### config.mk
export PLATFORM = sky130hd
export DESIGN_NAME = ren_img_loader
export DESIGN_NICKNAME = d
export VERILOG_FILES = /design/src/rtl/ren_img_loader.sv
export SDC_FILE = /design/constraint.sdc
export NUM_CORES = 1
export LEC_CHECK = 0
export BUFFER_PORTS_ARGS = -buffer_cell sky130_fd_sc_hd__buf_2
export CORE_MARGIN = 2
export CORE_UTILIZATION = 25
export CTS_BUF_LIST = sky130_fd_sc_hd__clkbuf_16
export DETAILED_ROUTE_END_ITERATION = 16
export HOLD_SLACK_MARGIN = 0.03
export PLACE_DENSITY = 0.48
export SYNTH_ARGS = -nofsm -noshare
export SYNTH_HDL_FRONTEND = slang
export SYNTH_SLANG_ARGS = --single-unit
### constraint.sdc
create_clock -name wb_clk_i -period 1.8 [get_ports wb_clk_i]
set_input_delay 0.18 -clock wb_clk_i [delete_from_list [all_inputs] [get_ports wb_clk_i]]
set_output_delay 0.18 -clock wb_clk_i [all_outputs]
set_load 0.05 [all_outputs]
### src/rtl/ren_img_loader.sv
// rtl/ren_img_loader.sv - packs 8-bit pixels into 24-bit words and writes them to accelerator image memory over Wishbone
module ren_img_loader #(
    parameter logic [31:0] IMG_BASE_ADDR = 32'h3000_0100,
    parameter int unsigned ACK_TIMEOUT   = 64
) (
    input  logic        wb_clk_i,
    input  logic        wb_rst_ni,
    input  logic        start_i,
    input  logic [7:0]  inst_no_i,
    input  logic [5:0]  word_cnt_i,
    input  logic        pix_valid_i,
    input  logic [7:0]  pix_data_i,
    output logic        pix_ready_o,
    output logic        wbm_cyc_o,
    output logic        wbm_stb_o,
    output logic        wbm_we_o,
    output logic [3:0]  wbm_sel_o,
    output logic [31:0] wbm_adr_o,
    output logic [31:0] wbm_dat_o,
    input  logic        wbm_ack_i,
    output logic        busy_o,
    output logic        done_o,
    output logic        err_o
);

    localparam int TW = $clog2(ACK_TIMEOUT + 1);

    typedef enum logic [1:0] {
        S_IDLE,
        S_COLLECT,
        S_WRITE,
        S_DONE
    } state_e;

    state_e        state_q, state_d;
    logic [7:0]    inst_q, inst_d;
    logic [5:0]    cnt_q, cnt_d;
    logic [5:0]    word_idx_q, word_idx_d;
    logic [1:0]    byte_idx_q, byte_idx_d;
    logic [7:0]    lane0_q, lane0_d;
    logic [7:0]    lane1_q, lane1_d;
    logic [7:0]    lane2_q, lane2_d;
    logic [TW-1:0] tmo_q, tmo_d;
    logic [31:0]   adr_q, adr_d;
    logic [31:0]   dat_q, dat_d;
    logic [3:0]    sel_q, sel_d;
    logic          err_q, err_d;
    logic          cyc_q, ready_q, busy_q, done_q;

    always_comb begin
        state_d    = state_q;
        inst_d     = inst_q;
        cnt_d      = cnt_q;
        word_idx_d = word_idx_q;
        byte_idx_d = byte_idx_q;
        lane0_d    = lane0_q;
        lane1_d    = lane1_q;
        lane2_d    = lane2_q;
        tmo_d      = tmo_q;
        adr_d      = adr_q;
        dat_d      = dat_q;
        sel_d      = sel_q;
        err_d      = err_q;

        case (state_q)
            S_IDLE: begin
                if (start_i) begin
                    err_d = 1'b0;
                    if (word_cnt_i != 6'd0) begin
                        inst_d     = inst_no_i;
                        cnt_d      = word_cnt_i;
                        word_idx_d = 6'd0;
                        byte_idx_d = 2'd0;
                        state_d    = S_COLLECT;
                    end else begin
                        state_d = S_DONE;
                    end
                end
            end
            S_COLLECT: begin
                if (pix_valid_i) begin
                    byte_idx_d = byte_idx_q + 2'd1;
                    case (byte_idx_q)
                        2'd0:    lane0_d = pix_data_i;
                        2'd1:    lane1_d = pix_data_i;
                        default: lane2_d = pix_data_i;
                    endcase
                    // Bus address/data are built straight from the third byte so they are valid on the first WRITE cycle.
                    if (byte_idx_q == 2'd2) begin
                        byte_idx_d = 2'd0;
                        tmo_d      = '0;
                        sel_d      = 4'hF;
                        adr_d      = IMG_BASE_ADDR + {inst_q, 24'd0} + {24'd0, word_idx_q, 2'b00};
                        dat_d      = {8'd0, pix_data_i, lane1_q, lane0_q};
                        state_d    = S_WRITE;
                    end
                end
            end
            S_WRITE: begin
                if (wbm_ack_i) begin
                    word_idx_d = word_idx_q + 6'd1;
                    byte_idx_d = 2'd0;
                    if (word_idx_q == cnt_q - 6'd1) begin
                        state_d = S_DONE;
                    end else begin
                        state_d = S_COLLECT;
                    end
                end else begin
                    tmo_d = tmo_q + TW'(1);
                    if (tmo_q == TW'(ACK_TIMEOUT - 1)) begin
                        err_d   = 1'b1;
                        state_d = S_DONE;
                    end
                end
            end
            default: begin
                state_d = S_IDLE;
            end
        endcase
    end

    // Output flops are loaded from the next state so each one tracks the current state exactly.
    always_ff @(posedge wb_clk_i or negedge wb_rst_ni) begin
        if (!wb_rst_ni) begin
            state_q    <= S_IDLE;
            inst_q     <= '0;
            cnt_q      <= '0;
            word_idx_q <= '0;
            byte_idx_q <= '0;
            lane0_q    <= '0;
            lane1_q    <= '0;
            lane2_q    <= '0;
            tmo_q      <= '0;
            adr_q      <= '0;
            dat_q      <= '0;
            sel_q      <= '0;
            err_q      <= 1'b0;
            cyc_q      <= 1'b0;
            ready_q    <= 1'b0;
            busy_q     <= 1'b0;
            done_q     <= 1'b0;
        end else begin
            state_q    <= state_d;
            inst_q     <= inst_d;
            cnt_q      <= cnt_d;
            word_idx_q <= word_idx_d;
            byte_idx_q <= byte_idx_d;
            lane0_q    <= lane0_d;
            lane1_q    <= lane1_d;
            lane2_q    <= lane2_d;
            tmo_q      <= tmo_d;
            adr_q      <= adr_d;
            dat_q      <= dat_d;
            sel_q      <= sel_d;
            err_q      <= err_d;
            cyc_q      <= (state_d == S_WRITE);
            ready_q    <= (state_d == S_COLLECT);
            busy_q     <= (state_d != S_IDLE);
            done_q     <= (state_d == S_DONE);
        end
    end

    assign pix_ready_o = ready_q;
    assign wbm_cyc_o   = cyc_q;
    assign wbm_stb_o   = cyc_q;
    assign wbm_we_o    = cyc_q;
    assign wbm_sel_o   = sel_q;
    assign wbm_adr_o   = adr_q;
    assign wbm_dat_o   = dat_q;
    assign busy_o      = busy_q;
    assign done_o      = done_q;
    assign err_o       = err_q;

endmodule

==> results.sh, run 1 <==
export IMPL_cts_sinks=91
export IMPL_grt_pass1_wl_mm=15.5
export IMPL_clkSlewWorstSetupHoldPaths_ns=0.06
export IMPL_register_area_um2=2280
export IMPL_fill_cells=1737
export IMPL_areaGrowthSynthToFinish_pct=23.1
export IMPL_synth_edf_count=0
export IMPL_synth_compound_area_share_pct=6.54
export IMPL_cts_buffer_depth=2
export IMPL_p_leak_nw=2.55
export IMPL_finClkSkew_ns=0.00716
export IMPL_slew_viol_final=0
export IMPL_place_gp_congestion=0.806
export IMPL_drc=0
export IMPL_irDropWorstVdd_v=0.000754
export IMPL_cp_start_kind="register"
export IMPL_die_w_um=133
export IMPL_yosys_area_share_adder_pct=1.20
export IMPL_cts_tree="done"
export IMPL_dr_total_vias=2957
export IMPL_cts_made_buffers=9
export IMPL_min_period_ns=1.72
export IMPL_dpl_cell_count=693
export IMPL_cp_arrival_ns=1.96
export IMPL_multi_input_area_um2=1630
export IMPL_synthFlopType="dfrtp_1"
export IMPL_die_y_um=133
export IMPL_cts_max_level=3
export IMPL_crit_path_top_delay_cell="dfrtp_1"
export IMPL_fin_crit_sh_pct=95.6
export IMPL_synth_xor_area_share_pct=3.36
export IMPL_cp_top_family="compound AO/OA/AOI/OAI gates"
export IMPL_wire_per_inst_um=13.0
export IMPL_cpPeakStageDelay_ns=0.45
export IMPL_syn_area_um2=4170
export IMPL_worstSetupPathType="register to register"
export IMPL_grt_usage_pct=11.3
export IMPL_maxCapViolCount=0
export IMPL_avgSynthCellArea_um2=10.5
export IMPL_cp_required_ns=2.04
export IMPL_crit_fanout=7
export IMPL_worst_path_buf_inv=1
export IMPL_path_cells="buf_4 -> and3b_2 -> o211ai_1 -> a211oi_1 -> a311o_1 -> and3_1"
export IMPL_dr_pass1_iters=4
export IMPL_grt_pass1_vias=2975
export IMPL_setup_viol=0
export IMPL_synth_top_family_by_area="simple AND/OR/NAND/NOR gates"
export IMPL_synth_warnings=0
export IMPL_row_count=47
export IMPL_finalHoldViolCount=0
export IMPL_routed_wirelength_mm=9.27
export IMPL_dp_final_hpwl_mm=6.75
export IMPL_io_buffers=76
export IMPL_antenna_found_initial=0
export IMPL_grt_max_degree=48
export IMPL_grt_ovfl_total=0
export IMPL_tns_ns=0
export IMPL_syn_inst=398
export IMPL_initial_core_util_pct=25.3
export IMPL_powerDensity_nw_per_um2=1830
export IMPL_async_flop_share_pct=100
export IMPL_max_freq_mhz=581
export IMPL_run_status="finished clean"
export IMPL_ant_nets=0
export IMPL_cts_root_buf="clkbuf_16"
export IMPL_die_area_um2=17700
export IMPL_fin_cells=714
export IMPL_insertion_delay_ns=0.35
export IMPL_diodes=0
export IMPL_final_nets=520
export IMPL_core_area_um2=16500
export IMPL_viasPerCell=4.14
export IMPL_rsz0062_at_grt="false"
export IMPL_synth_mux_area_share_pct=7.29
export IMPL_end_kind="register"
export IMPL_synth_yosys_seq_area_share_pct=54.6
export IMPL_drtIter0Drc=143
export IMPL_hold_path_class="input pin to register"
export IMPL_synth_simple_area_share_pct=17.9
export IMPL_pin_count=102
export IMPL_synth_seq_cells=91
export IMPL_yosysUniqueCellTypes=48
export IMPL_final_layout_size_suffix_gt1_share_pct=31.0
## per-stage QoR
| stage | hold WS [ns] | utilization, % | setup WS [ns] | area (µm²) | power (mW) |
|---|---|---|---|---|---|
| after global routing | 0.0537 | 31.2 | 0.0307 | 5140 | 10.0 |
| after global placement | 0.151 | 29.0 | 0.120 | 4780 | 7.43 |
| after floorplan | -0.116 | - | 0.159 | 4260 | 6.52 |
| after detailed placement | 0.158 | 29.0 | 0.0685 | 4780 | 7.54 |
| final | 0.0514 | 31.2 | 0.0794 | 5140 | 9.41 |
| after CTS | 0.0391 | 31.0 | 0.0547 | 5100 | 9.47 |
## layout make-up
class,instances,share of cell area (%)
Inverter,9,0.658
Sequential cell,91,44.3
Timing Repair Buffer,102,12.2
Clock inverter,7,1.32
Clock buffer,9,4.38
Multi-Input combinational cell,276,31.8
Tap cell,220,5.36
## cells by family (layout without fill, tap and decap cells)
group,count (synthesis),in the layout
AOI/OAI and AO/OA,39,39
buffers and inverters,55,127
muxes,27,27
other,1,25
DFF,91,91
adders and majority gates,4,4
and+or+nand+nor,165,165
xor gates and xnor gates,16,16
## registers in the layout, summed over array words and instances, names as in the netlist, 2 cells and up
signal and count:
byte_idx_q 2, cnt_q 6, inst_q 8, lane0_q 8, lane1_q 8, state_q 2, tmo_q 7, wbm_adr_o 15
wbm_dat_o 24, word_idx_q 6
## synthesized netlist by cell type, drive strengths merged (2+ instances only)
cell    number  area [µm²]
nor2b        5        33.8
nor2        15        58.8
dfrtp       91        2280
and2         2        12.5
inv          9        33.8
nand3        2        10.0
a211oi       4        30.0
mux2        27         304
a21oi        4        20.0
buf         44         338
clkbuf       2        7.51
a22o         2        17.5
ha           4        50.1
nand2      120         450
nand4        3        33.8
nor3         4        20.0
xor2         6        52.6
o21ai       17        85.1
xnor2       10        87.6
or3          3        18.8
and3b        2        18.8
a31oi        3        18.8
a21o         2        15.0
## what timing repair did
item | 4_1_cts | 5_1_grt
hold buffers | 3 | 0
setup endpoints to repair | 0 | 3
hold endpoints to repair | 30 | 0
setup buffers | 0 | 2
gates resized for setup | 0 | 7
## report_power, final
| group | switching [mW] | internal, mW | leakage, nW |
|---|---|---|---|
| Combinational | 2.81 | 1.37 | 1.26 |
| Sequential | 0.521 | 2.85 | 1.15 |
| Clock | 0.798 | 1.07 | 0.139 |
| Total | 4.13 | 5.28 | 2.55 |
## cell usage in the layout, fill, tap and decap left out, types with 3 or more instances in the layout
cell	instances
nand2_1	120
dfrtp_1	91
buf_2	75
mux2_2	26
conb_1	25
buf_4	20
nor2_1	14
o21ai_0	11
xnor2_1	10
clkbuf_16	9
inv_1	7
o21ai_1	6
xor2_1	6
nor2b_1	4
nor3_1	4
a211oi_1	4
a21oi_1	4
a31oi_1	3
or3_1	3
ha_1	3
dlygate4sd3_1	3
buf_12	3
## worst paths after layout
path                       slack (ns)         start             to  cells past startpoint
min in group asynchronous        0.31     wb_rst_ni  wbm_adr_o[27]                      2
min reg2reg                      0.46    lane1_q[1]   wbm_dat_o[9]                      2
min                              0.05  inst_no_i[6]      inst_q[6]                      2
max reg2reg                      0.08    state_q[1]      wbm_cyc_o                      6
max                              0.08    state_q[1]      wbm_cyc_o                      6
max in group asynchronous        0.89     wb_rst_ni  wbm_dat_o[15]                      3
## worst register-to-register path: cells and delay by family, from the launching register on
kind	cells	cell delay, ns
compound gates	3	0.57
flops	1	0.45
simple gates	2	0.42
buf+inv	1	0.18
## routing by layer
metal / track usage (%) / up-vias / wire length [µm]
li1: - / 1435 / -
met5: 0 / - / 0
met4: 4.14 / 0 / 136
met2: 19.2 / 90 / 4700
met3: 3.73 / 9 / 499
met1: 13.2 / 1423 / 3940
No activity file was read; power rests on OpenSTA's default activity.
==> run 2: changes to the inputs <==
--- a/config.mk
+++ b/config.mk
@@ -11,6 +11,7 @@
 export CTS_BUF_LIST = sky130_fd_sc_hd__clkbuf_16
 export DETAILED_ROUTE_END_ITERATION = 16
 export HOLD_SLACK_MARGIN = 0.03
+export MAX_ROUTING_LAYER = met4
 export PLACE_DENSITY = 0.48
 export SYNTH_ARGS = -nofsm -noshare
 export SYNTH_HDL_FRONTEND = slang
==> results.sh, run 2 (synthesis results as in run 1) <==
export IMPL_layout_commonest_cell="nand2_1"
export IMPL_tns_ns=0
export IMPL_finClkSkew_ns=0.00772
export IMPL_final_cell_mix="nand2_1 (120), dfrtp_1 (91), buf_2 (75), mux2_2 (26), conb_1 (25)"
export IMPL_diodes=0
export IMPL_core_area_um2=16500
export IMPL_cts_root_buf="clkbuf_16"
export IMPL_grt_usage_pct=11.6
export IMPL_dr_total_vias=2962
export IMPL_maxCapViolCount=0
export IMPL_die_y_um=133
export IMPL_fin_crit_sh_pct=95.6
export IMPL_pin_count=102
export IMPL_insertion_delay_ns=0.35
export IMPL_fill_cells=1737
export IMPL_cts_max_level=3
export IMPL_ant_nets=0
export IMPL_rsz0062_at_grt="false"
export IMPL_hold_path_class="input pin to register"
export IMPL_cts_sinks=91
export IMPL_place_gp_congestion=0.818
export IMPL_wire_per_inst_um=13.0
export IMPL_min_period_ns=1.72
export IMPL_drtIter0Drc=147
export IMPL_end_kind="register"
export IMPL_postPlaceCellArea_um2=4780
export IMPL_viasPerCell=4.15
export IMPL_dr_pass1_iters=4
export IMPL_grt_max_degree=48
export IMPL_drc=0
export IMPL_crit_fanout=7
export IMPL_grt_pass1_wl_mm=15.5
export IMPL_max_freq_mhz=581
export IMPL_final_nets=520
export IMPL_row_count=47
export IMPL_dp_final_hpwl_mm=6.75
export IMPL_cp_arrival_ns=1.96
export IMPL_initial_core_util_pct=25.3
export IMPL_die_w_um=133
export IMPL_holdPathStages=2
export IMPL_r2r_slack_ns=0.08
export IMPL_grt_ovfl_total=0
export IMPL_setup_viol=0
export IMPL_antenna_found_initial=0
export IMPL_cts_made_buffers=9
export IMPL_run_status="finished clean"
export IMPL_cp_required_ns=2.04
export IMPL_p_leak_nw=2.55
export IMPL_routed_wirelength_mm=9.27
export IMPL_finalHoldViolCount=0
export IMPL_cts_buffer_depth=2
export IMPL_final_layout_size_suffix_gt1_share_pct=31.0
export IMPL_clkSlewWorstSetupHoldPaths_ns=0.06
export IMPL_final_area_um2=5140
export IMPL_worstSetupPathType="register to register"
export IMPL_irDropWorstVdd_v=0.000753
export IMPL_die_area_um2=17700
export IMPL_largest_register_ffs=24
export IMPL_ff2ff_path_depth=6
export IMPL_areaGrowthSynthToFinish_pct=23.1
export IMPL_io_buffers=76
export IMPL_powerDensity_nw_per_um2=1830
export IMPL_slew_viol_final=0
export IMPL_cts_tree="done"
export IMPL_cp_start_kind="register"
export IMPL_grt_pass1_vias=2977
run 2: what timing repair did:
action / 4_1_cts / 5_1_grt
setup buffers: 0 / 2
hold endpoints to repair: 30 / 0
hold buffers: 3 / 0
setup endpoints to repair: 0 / 3
gates resized for setup: 0 / 7
run 2: final timing paths:
kind / from / to
min reg2reg: lane1_q[1] / wbm_dat_o[9]
max in group asynchronous: wb_rst_ni / wbm_dat_o[7]
min: inst_no_i[6] / inst_q[6]
min in group asynchronous: wb_rst_ni / wbm_adr_o[27]
max: state_q[1] / wbm_cyc_o
max reg2reg: state_q[1] / wbm_cyc_o
run 2: metal layers:
| metal | track usage (%) | wire length [µm] | vias up |
|---|---|---|---|
| li1 | - | - | 1434 |
| met1 | 13.3 | 3960 | 1426 |
| met2 | 19.1 | 4720 | 97 |
| met3 | 3.50 | 495 | 5 |
| met4 | 4.31 | 91 | 0 |
| met5 | - | 0 | - |
run 2: layout make-up:
| type | instances | area, µm² | area share, % |
|---|---|---|---|
| Tap cell | 220 | 275 | 5.36 |
| Clock buffer | 9 | 225 | 4.38 |
| Sequential cell | 91 | 2280 | 44.3 |
| Multi-Input combinational cell | 276 | 1630 | 31.8 |
| Inverter | 9 | 33.8 | 0.658 |
| Timing Repair Buffer | 102 | 627 | 12.2 |
| Clock inverter | 7 | 67.6 | 1.32 |
run 2: critical path, stage by stage, from the launching register on:
cell      delay (ns)
dfrtp_1         0.45
buf_4           0.18
and3b_2         0.22
o211ai_1        0.09
a211oi_1        0.06
a311o_1         0.42
and3_1          0.19
run 2: where the power goes:
group	total (mW)	switching, mW	internal [mW]
combinational	4.17	2.81	1.37
sequential	3.37	0.521	2.85
clock	1.87	0.798	1.07
total	9.41	4.12	5.28
run 2: stage by stage:
stage	hold slack [ns]	util [%]	instances	power (mW)	worst slack [ns]
finish	0.0504	31.2	714	9.41	0.0799
global route	0.0556	31.2	714	10.0	0.0307
CTS	0.0391	31.0	712	9.47	0.0547
detailed placement	0.158	29.0	693	7.54	0.0685
global placement	0.151	29.0	693	7.43	0.120
floorplan	-0.116	-	422	6.52	0.159
